File: src/rtl/cdb_arbiter.sv
// -----------------------------------------------------------------------------
// cdb_arbiter
//
// Round-robin arbiter for the common data bus. Four functional units
// (0=ALU, 1=MUL, 2=DIV, 3=LSU) raise req_valid when a result is ready. One
// of them is granted per cycle. The granted tag/data pair is broadcast on
// the registered CDB outputs one cycle later.
//
// Each requester also has a saturating wait counter. If any requester has
// been left waiting for four consecutive eligible cycles, the sticky
// err_starve flag is raised. Correct round-robin arbitration bounds the
// wait at three, so this flag indicates a broken arbiter or an external
// grant override.
//
// Ports
//   clk         in   clock, all state updates on posedge
//   reset       in   asynchronous reset, active-low
//   flush       in   branch-mispredict flush; blocks grants and freezes
//                    the wait counters
//   req_valid   in   [3:0]          per-unit result-ready
//   req_tag     in   [4*W_TAG-1:0]  packed tags, unit i at [i*W_TAG +: W_TAG]
//   req_data    in   [4*W_DATA-1:0] packed data, unit i at [i*W_DATA +: W_DATA]
//   req_grant   out  [3:0]          combinational one-hot (or zero) grant
//   cdb_valid   out  registered broadcast valid
//   cdb_tag     out  [W_TAG-1:0]    registered broadcast tag
//   cdb_data    out  [W_DATA-1:0]   registered broadcast data (regfile wdata)
//   err_starve  out  sticky starvation error
// -----------------------------------------------------------------------------
module cdb_arbiter #(
   parameter int W_DATA = 32,
   parameter int W_TAG  = 6
) (
   input  logic                clk,
   input  logic                reset,
   input  logic                flush,
   input  logic [3:0]          req_valid,
   input  logic [4*W_TAG-1:0]  req_tag,
   input  logic [4*W_DATA-1:0] req_data,
   output logic [3:0]          req_grant,
   output logic                cdb_valid,
   output logic [W_TAG-1:0]    cdb_tag,
   output logic [W_DATA-1:0]   cdb_data,
   output logic                err_starve
);

   localparam int N_REQ = 4;

   logic [1:0]        rr_ptr;
   logic [2:0]        wait_cnt [N_REQ];
   logic [2:0]        wait_nxt [N_REQ];
   logic [3:0]        grant;
   logic [1:0]        grant_idx;
   logic              any_grant;
   logic [W_TAG-1:0]  sel_tag;
   logic [W_DATA-1:0] sel_data;
   logic              starve_hit;

   // Return the first valid requester at or above ptr (modulo 4), one-hot.
   function automatic logic [3:0] rr_pick(input logic [3:0] vld,
                                          input logic [1:0] ptr);
      logic [3:0] pick;
      logic [1:0] idx;
      logic       found;
      pick  = 4'b0000;
      found = 1'b0;
      for (int k = 0; k < N_REQ; k++) begin
         idx = ptr + 2'(k);
         if (!found && vld[idx]) begin
            pick[idx] = 1'b1;
            found     = 1'b1;
         end
      end
      return pick;
   endfunction

   function automatic logic [1:0] onehot_idx(input logic [3:0] oh);
      logic [1:0] idx;
      idx = 2'd0;
      for (int i = 0; i < N_REQ; i++) begin
         if (oh[i]) idx = 2'(i);
      end
      return idx;
   endfunction

   function automatic logic [2:0] sat_inc(input logic [2:0] c);
      return (c == 3'd7) ? c : c + 3'd1;
   endfunction

   // Grant is gated by reset and flush. The arbitration path and the
   // state updates below all use this one net. An override of the grant
   // is therefore seen consistently by the CDB register, by rr_ptr and
   // by the wait counters.
   assign grant     = (!reset || flush) ? 4'b0000 : rr_pick(req_valid, rr_ptr);
   assign req_grant = grant;
   assign any_grant = |grant;
   assign grant_idx = onehot_idx(grant);

   always_comb begin
      sel_tag  = req_tag[grant_idx*W_TAG +: W_TAG];
      sel_data = req_data[grant_idx*W_DATA +: W_DATA];
   end

   // Wait counters count consecutive cycles a valid requester goes
   // ungranted. They are frozen during flush, so a long flush can never
   // look like starvation.
   always_comb begin
      starve_hit = 1'b0;
      for (int i = 0; i < N_REQ; i++) begin
         wait_nxt[i] = wait_cnt[i];
         if (!flush) begin
            if (grant[i] || !req_valid[i]) begin
               wait_nxt[i] = 3'd0;
            end else begin
               wait_nxt[i] = sat_inc(wait_cnt[i]);
            end
         end
         if (wait_nxt[i] >= 3'd4) starve_hit = 1'b1;
      end
   end

   // ---- CDB broadcast register, round-robin pointer, starvation state ----
   always_ff @(posedge clk or negedge reset) begin
      if (!reset) begin
         cdb_valid  <= 1'b0;
         cdb_tag    <= '0;
         cdb_data   <= '0;
         rr_ptr     <= 2'd0;
         err_starve <= 1'b0;
         for (int i = 0; i < N_REQ; i++) begin
            wait_cnt[i] <= 3'd0;
         end
      end else begin
         cdb_valid <= any_grant && !flush;
         if (any_grant) begin
            cdb_tag  <= sel_tag;
            cdb_data <= sel_data;
            rr_ptr   <= grant_idx + 2'd1;
         end
         for (int i = 0; i < N_REQ; i++) begin
            wait_cnt[i] <= wait_nxt[i];
         end
         if (starve_hit) err_starve <= 1'b1;
      end
   end

endmodule

File: config.mk
export PLATFORM = sky130hd
export DESIGN_NAME = cdb_arbiter
export DESIGN_NICKNAME = d
export VERILOG_FILES = /design/src/rtl/cdb_arbiter.sv
export SDC_FILE = /design/constraint.sdc
export NUM_CORES = 1
export LEC_CHECK = 0
export CORE_UTILIZATION = 44
export CTS_CLUSTER_DIAMETER = 150
export DETAILED_ROUTE_END_ITERATION = 8
export PLACE_DENSITY = 0.87
export SYNTH_ARGS = -nofsm -noshare
export SYNTH_HDL_FRONTEND = slang
export SYNTH_SLANG_ARGS = --single-unit
File: constraint.sdc
create_clock -name clk -period 5.8 [get_ports clk]
set_input_delay 1.16 -clock clk [delete_from_list [all_inputs] [get_ports clk]]
set_output_delay 1.16 -clock clk [all_outputs]
set_load 0.005 [all_outputs]
==> run_results.csv, run 1 <==
group,metric,value,unit
run_status,status,"finished with violations",
run_status,violations,"design-rule violations",
die,std_cell_rows,34,
layout,synthToLayoutAreaGrowth,52.28,%
synth,dominantRegCellSynth,"sky130_fd_sc_hd__dfrtp_1",
clock_tree,cts.path.max_buffers,2,
setup_path,criticalPathCategory,"in -> out",
place,placement.setup.worst_slack,0.8809,ns
layout,antenna-diode-count,0,
synth,postSynthRegisterBits,54,
clock_tree,clkLatencyLatePin,0.31,ns
timing,tns,0,ns
setup_path,critical_path_arrival,3.81,ns
clock_tree,worst_setup_hold_path_clk_slew,0.10,ns
timing,part_of_the_cycle_the_worst_path_needs,0.8570,
layout,final_util,0.7019,
die,effective_utilization_at_floorplan,0.4609,
setup_path,regToRegStartpoint,"rr_ptr[0]",
routing,vias,4121,
synth,syn_avg_cell_area,10.15,um^2
grt,grt_first_pass_wirelength,21.45,mm
clock_tree,cts_hold_buf,0,
clock_tree,clockRootBuffer,"sky130_fd_sc_hd__clkbuf_8",
routing,residual_drc,13,
routing,wirelength,13.63,mm
setup_path,crit_start,"req_valid[1]",
layout,ratio_of_cells_with_drive_above_1_in_the_final_layout,0.1224,
power,power.static_leakage,0.002595,uW
place,detailed_place.area,6038,um^2
die,pin_count,203,
place,detail_placement_hpwl,10.08,mm
routing,drt-pass1-iter-count,7,
timing,hold_viol,0,
layout,final_net_count,749,
worst_hold_path,timing.hold.worst_path_depth,1,
routing,antenna_violating_nets_post_route,0,
timing,rsz0062_at_grt,"false",
routing,first_iter_violations,178,
clock_tree,cts-htree-levels,2,
synth,synthesis.area,4059,um^2
grt,grt_antenna_before_repair,0,
clock_tree,cts_tree,"built",
timing,slew-limit-headroom,0.3376,
synth,synth_fp_nets,570,
synth,synth.yosys.warnings,0,
layout,post_route_standard_cell_area_excluding_fillers,6181,um^2
routing,vias_per_cell,5.990,
layout,final_cells,688,
setup_path,largest_fanout_on_the_critical_path,10,
synth,synth.distinct_cells,49,
grt,largest_net_degree_at_the_start_of_global_routing,56,
timing,fin_skew,0.007751,ns
job,timing.max_cap.violations,0,
setup_path,worst-r2r-setup-slack,1.53,ns
setup_path,start_kind,"input pin",
timing,report.final.slew_viol_count,0,
die,floorplan.die_area,9613,um^2
worst_hold_path,min_path_type,"reg -> reg",
synth,synth_async_sr_flop_share,1.000,
power,ir_worst_vdd,0.0002693,V
timing,fmax_achieved,0.2012,GHz
place,gp_congestion,0.8390,
clock_tree,sink_count,54,
setup_path,cp-endpoint,"req_grant[1]",
die,horizontal_die_dimension,98.05,um
setup_path,critPathCaptureType,"output pin",
grt,track_usage,0.2821,
die,die_h,98.05,um
die,coreArea,8806,um^2
grt,first_global_vias,4218,
clock_tree,tritoncts_buffers,5,
setup_path,r2r_cells,10,
place,post-place-cells,680,
synth,postSynthCellCount,400,
timing,min_period,4.971,ns
grt,globalRoute.totalOverflow,0,
power,power_density,408.6,nW/um^2
synth,synth_edf_count,0,
timing,setup_slack_of_the_critical_path_after_layout,0.8293,ns
setup_path,worst-endpoint-required,4.64,ns
routing,post_drt_wl_per_cell,19.80,um
setup_path,critical_path.reg2reg.endpoint,"cdb_data[7]",
layout,final_cell_mix,"201 x sky130_fd_sc_hd__clkdlybuf4s50_1, 54 x sky130_fd_sc_hd__dfrtp_1, 44 x sky130_fd_sc_hd__nor2_1",
layout,layout.cells.most_common,"sky130_fd_sc_hd__clkdlybuf4s50_1",
place,buffer_ports.inserted,202,
clock_tree,postCtsSetupBuffers,0,
timing,setup_viol,0,
clock_tree,post_cts_resized,0,
synth,synth_sequential_area_ratio,0.3329,
timing,tightest_slew,0.9912,ns
[cells in the mapped netlist (all sizes together) (7+ instances only)]
| cell | number | area share |
|---|---|---|
| o211ai | 38 | 0.070 |
| clkbuf | 7 | 0.0065 |
| o21ai | 12 | 0.017 |
| dfrtp | 54 | 0.33 |
| ha | 11 | 0.034 |
| buf | 32 | 0.065 |
| mux2i | 38 | 0.094 |
| nor2b | 8 | 0.014 |
| a21oi | 11 | 0.014 |
| nor2 | 46 | 0.043 |
| nand2 | 11 | 0.010 |
| nand3 | 38 | 0.047 |
| o221ai | 38 | 0.14 |
[routing by layer]
layer  part of all wire  routed length, um  up-vias  GRT usage
li1                   -                  -     1911          -
met1               0.40               5398     2003     0.3490
met2               0.50               6790      174     0.4848
met3              0.071                974       33    0.05297
met4              0.034                462        0     0.1107
met5                  0                  0        -          0
[power by group]
part | total (uW) | switching (uW) | internal, uW
registers | 628 | 102 | 525
clock network | 318 | 133 | 184
logic | 1580 | 817 | 763
[kinds of logic (layout without fill, tap and decap cells)]
logic type	after synthesis	count (layout)	synth area share
compound gates	131	131	0.3076
simple gates	118	118	0.1412
buf+inv	45	225	0.07676
mux	41	41	0.1076
flops	54	54	0.3329
fa+ha+maj	11	11	0.03391
[critical path, cell delays in order]
cell                              delay (ns)
sky130_fd_sc_hd__clkdlybuf4s50_1        0.66
sky130_fd_sc_hd__and3b_1                0.21
sky130_fd_sc_hd__o21ai_0                0.41
sky130_fd_sc_hd__a21boi_0               0.21
sky130_fd_sc_hd__o31ai_2                0.61
sky130_fd_sc_hd__inv_1                  0.09
sky130_fd_sc_hd__clkdlybuf4s50_1        0.46
[final cells by class]
cell class	instances	area, um^2
Sequential cell	54	1351
Inverter	6	22.52
Fill cell	663	2625
Clock inverter	2	60.06
Multi-Input combinational cell	301	2432
Tap cell	108	135.1
Timing Repair Buffer	211	2097
Clock buffer	6	82.58
[through the flow]
stage | hold slack, ns | power, uW
after floorplan | 0.4651 | 1670
after global placement | 0.4783 | 2173
after detailed placement | 0.4872 | 2211
after CTS | 0.5116 | 2536
after global routing | 0.5302 | 2689
final | 0.5113 | 2526
[worst min path at each step]
stage,start,endpoint,slack (ns)
2_1_floorplan,err_starve,err_starve,0.47
3_5_place_dp,err_starve,err_starve,0.49
6_report,err_starve,err_starve,0.51
5_1_grt,err_starve,err_starve,0.53
3_3_place_gp,err_starve,err_starve,0.48
4_1_cts,err_starve,err_starve,0.51
Note: power is estimated with default switching activity, not from simulation.
==> inputs of run 2 (changes only) <==
--- a/config.mk
+++ b/config.mk
@@ -5,10 +5,13 @@
 export SDC_FILE = /design/constraint.sdc
 export NUM_CORES = 1
 export LEC_CHECK = 0
-export CORE_UTILIZATION = 44
+export CAP_MARGIN = 20
+export CELL_PAD_IN_SITES_DETAIL_PLACEMENT = 1
+export CELL_PAD_IN_SITES_GLOBAL_PLACEMENT = 1
+export CORE_UTILIZATION = 32
 export CTS_CLUSTER_DIAMETER = 150
 export DETAILED_ROUTE_END_ITERATION = 8
-export PLACE_DENSITY = 0.87
+export PLACE_DENSITY_LB_ADDON = 0.1
 export SYNTH_ARGS = -nofsm -noshare
 export SYNTH_HDL_FRONTEND = slang
 export SYNTH_SLANG_ARGS = --single-unit
==> run 2 against run 1 <==
Against the previous run:
- non-clock buffer count increased by 1
- sequential share of layout area shrank 0.55 points
- largest cell class unchanged
- largest power group unchanged
- global-route usage shrank 4.9 points
- first-iteration DRC count is 2.8% higher
- cell count rose by 8.9%
- final area is 2.6% higher
- core utilization is 18 points lower
- register-to-register slack better by 0.14 ns
- the flow now finishes without violations
- critical path type unchanged
- combinational power is 4% higher
==> run_results.csv, run 2 (synthesis gave the netlist of run 1 again) <==
group,metric,value,unit
run_status,status,"completed",
clock_tree,worst_setup_hold_path_clk_slew,0.07,ns
routing,antenna_violating_nets_post_route,0,
layout,final_cell_mix,"201 x sky130_fd_sc_hd__clkdlybuf4s50_1, 54 x sky130_fd_sc_hd__dfrtp_1, 44 x sky130_fd_sc_hd__nor2_1",
grt,grt_first_pass_wirelength,23.63,mm
timing,slew-limit-headroom,0.2940,
setup_path,crit_start,"req_valid[1]",
routing,wirelength,15.47,mm
timing,tightest_slew,1.057,ns
routing,drt-pass1-iter-count,4,
die,die_h,114.6,um
place,buffer_ports.inserted,202,
routing,vias,4115,
power,ir_worst_vdd,0.0002534,V
timing,part_of_the_cycle_the_worst_path_needs,0.8613,
routing,first_iter_violations,183,
layout,final_net_count,750,
die,horizontal_die_dimension,114.6,um
grt,track_usage,0.2330,
die,coreArea,12210,um^2
layout,antenna-diode-count,0,
grt,first_global_vias,4289,
setup_path,largest_fanout_on_the_critical_path,10,
routing,post_drt_wl_per_cell,20.66,um
layout,layout.cells.most_common,"sky130_fd_sc_hd__clkdlybuf4s50_1",
timing,report.final.slew_viol_count,0,
power,power_density,420.7,nW/um^2
setup_path,regToRegStartpoint,"rr_ptr[0]",
grt,grt_antenna_before_repair,0,
power,power.static_leakage,0.002632,uW
die,effective_utilization_at_floorplan,0.3324,
clock_tree,clkLatencyLatePin,0.30,ns
setup_path,critical_path_arrival,3.84,ns
clock_tree,post_cts_resized,0,
timing,min_period,4.995,ns
routing,vias_per_cell,5.494,
clock_tree,cts_hold_buf,0,
clock_tree,cts.path.max_buffers,2,
grt,globalRoute.totalOverflow,0,
job,timing.max_cap.violations,0,
timing,tns,0,ns
worst_hold_path,min_path_type,"reg -> reg",
clock_tree,cts_tree,"built",
clock_tree,cts-htree-levels,2,
layout,ratio_of_cells_with_drive_above_1_in_the_final_layout,0.1239,
routing,residual_drc,0,
die,std_cell_rows,40,
place,gp_congestion,0.8397,
clock_tree,clockRootBuffer,"sky130_fd_sc_hd__clkbuf_16",
timing,rsz0062_at_grt,"false",
die,floorplan.die_area,13140,um^2
clock_tree,postCtsSetupBuffers,0,
setup_path,worst-endpoint-required,4.64,ns
grt,largest_net_degree_at_the_start_of_global_routing,56,
setup_path,start_kind,"input pin",
timing,setup_viol,0,
place,detail_placement_hpwl,11.52,mm
timing,fmax_achieved,0.2002,GHz
clock_tree,sink_count,54,
setup_path,critPathCaptureType,"output pin",
layout,final_util,0.5192,
setup_path,criticalPathCategory,"in -> out",
worst_hold_path,worst_hold_startpoint,"cdb_data[12]",
timing,fin_skew,0.009187,ns
clock_tree,tritoncts_buffers,5,
timing,hold_viol,0,
layout,synthToLayoutAreaGrowth,56.20,%
die,pin_count,203,
==> run 2: cell type report <==
cell class | instances | area [um^2]
inverter | 6 | 22.52
timing repair buffer | 212 | 2130
tap | 168 | 210.2
fill | 1384 | 5872
sequential | 54 | 1351
clock buffer | 5 | 125.1
clock inverter | 3 | 68.82
multi-input combinational | 301 | 2432
==> run 2: worst paths after layout <==
check / endpoint / slack (ns) / cells past startpoint
worst min-delay path: cdb_data[12] / 0.52 / 2
worst max-delay path: req_grant[1] / 0.80 / 7
worst min register to register: cdb_data[12] / 0.52 / 2
worst max register to register: cdb_data[1] / 1.67 / 10
min in group asynchronous: asynchronous set/reset pin / 1.11 / 2
max in group asynchronous: cdb_data[2] / 4.20 / 2
==> run 2: power by group <==
group          switching [uW]  internal, uW  leakage [uW]
sequential                101           526      0.000683
combinational             861           779       0.00185
clock                     151           249     0.0000940
total                    1110          1550       0.00263
==> run 2: per-layer routing <==
layer / vias up / routed length, um / global-route usage
met4: 0 / 259 / 0.05455
met1: 2043 / 6255 / 0.2798
met3: 14 / 902 / 0.03547
met5: - / 0 / 0
li1: 1912 / - / -
met2: 146 / 8056 / 0.4335
==> run 2: critical path, stage by stage <==
cell	delay (ns)
sky130_fd_sc_hd__clkdlybuf4s50_1	0.67
sky130_fd_sc_hd__and3b_1	0.22
sky130_fd_sc_hd__o21ai_0	0.44
sky130_fd_sc_hd__a21boi_0	0.21
sky130_fd_sc_hd__o31ai_2	0.58
sky130_fd_sc_hd__inv_1	0.09
sky130_fd_sc_hd__clkdlybuf4s50_1	0.46
==> run 2: stage by stage <==
stage                     hold WS, ns  cells  area, um^2  power (uW)  setup WS [ns]
after floorplan                0.4651    400        4059        1670          2.054
after global placement         0.4806    741        6146        2235         0.9253
after detailed placement       0.5104    741        6146        2291         0.7887
after CTS                      0.5274    749        6340        2697         0.7885
after global routing           0.5462    749        6340        2841         0.6199
final                          0.5200    749        6340        2667         0.8047
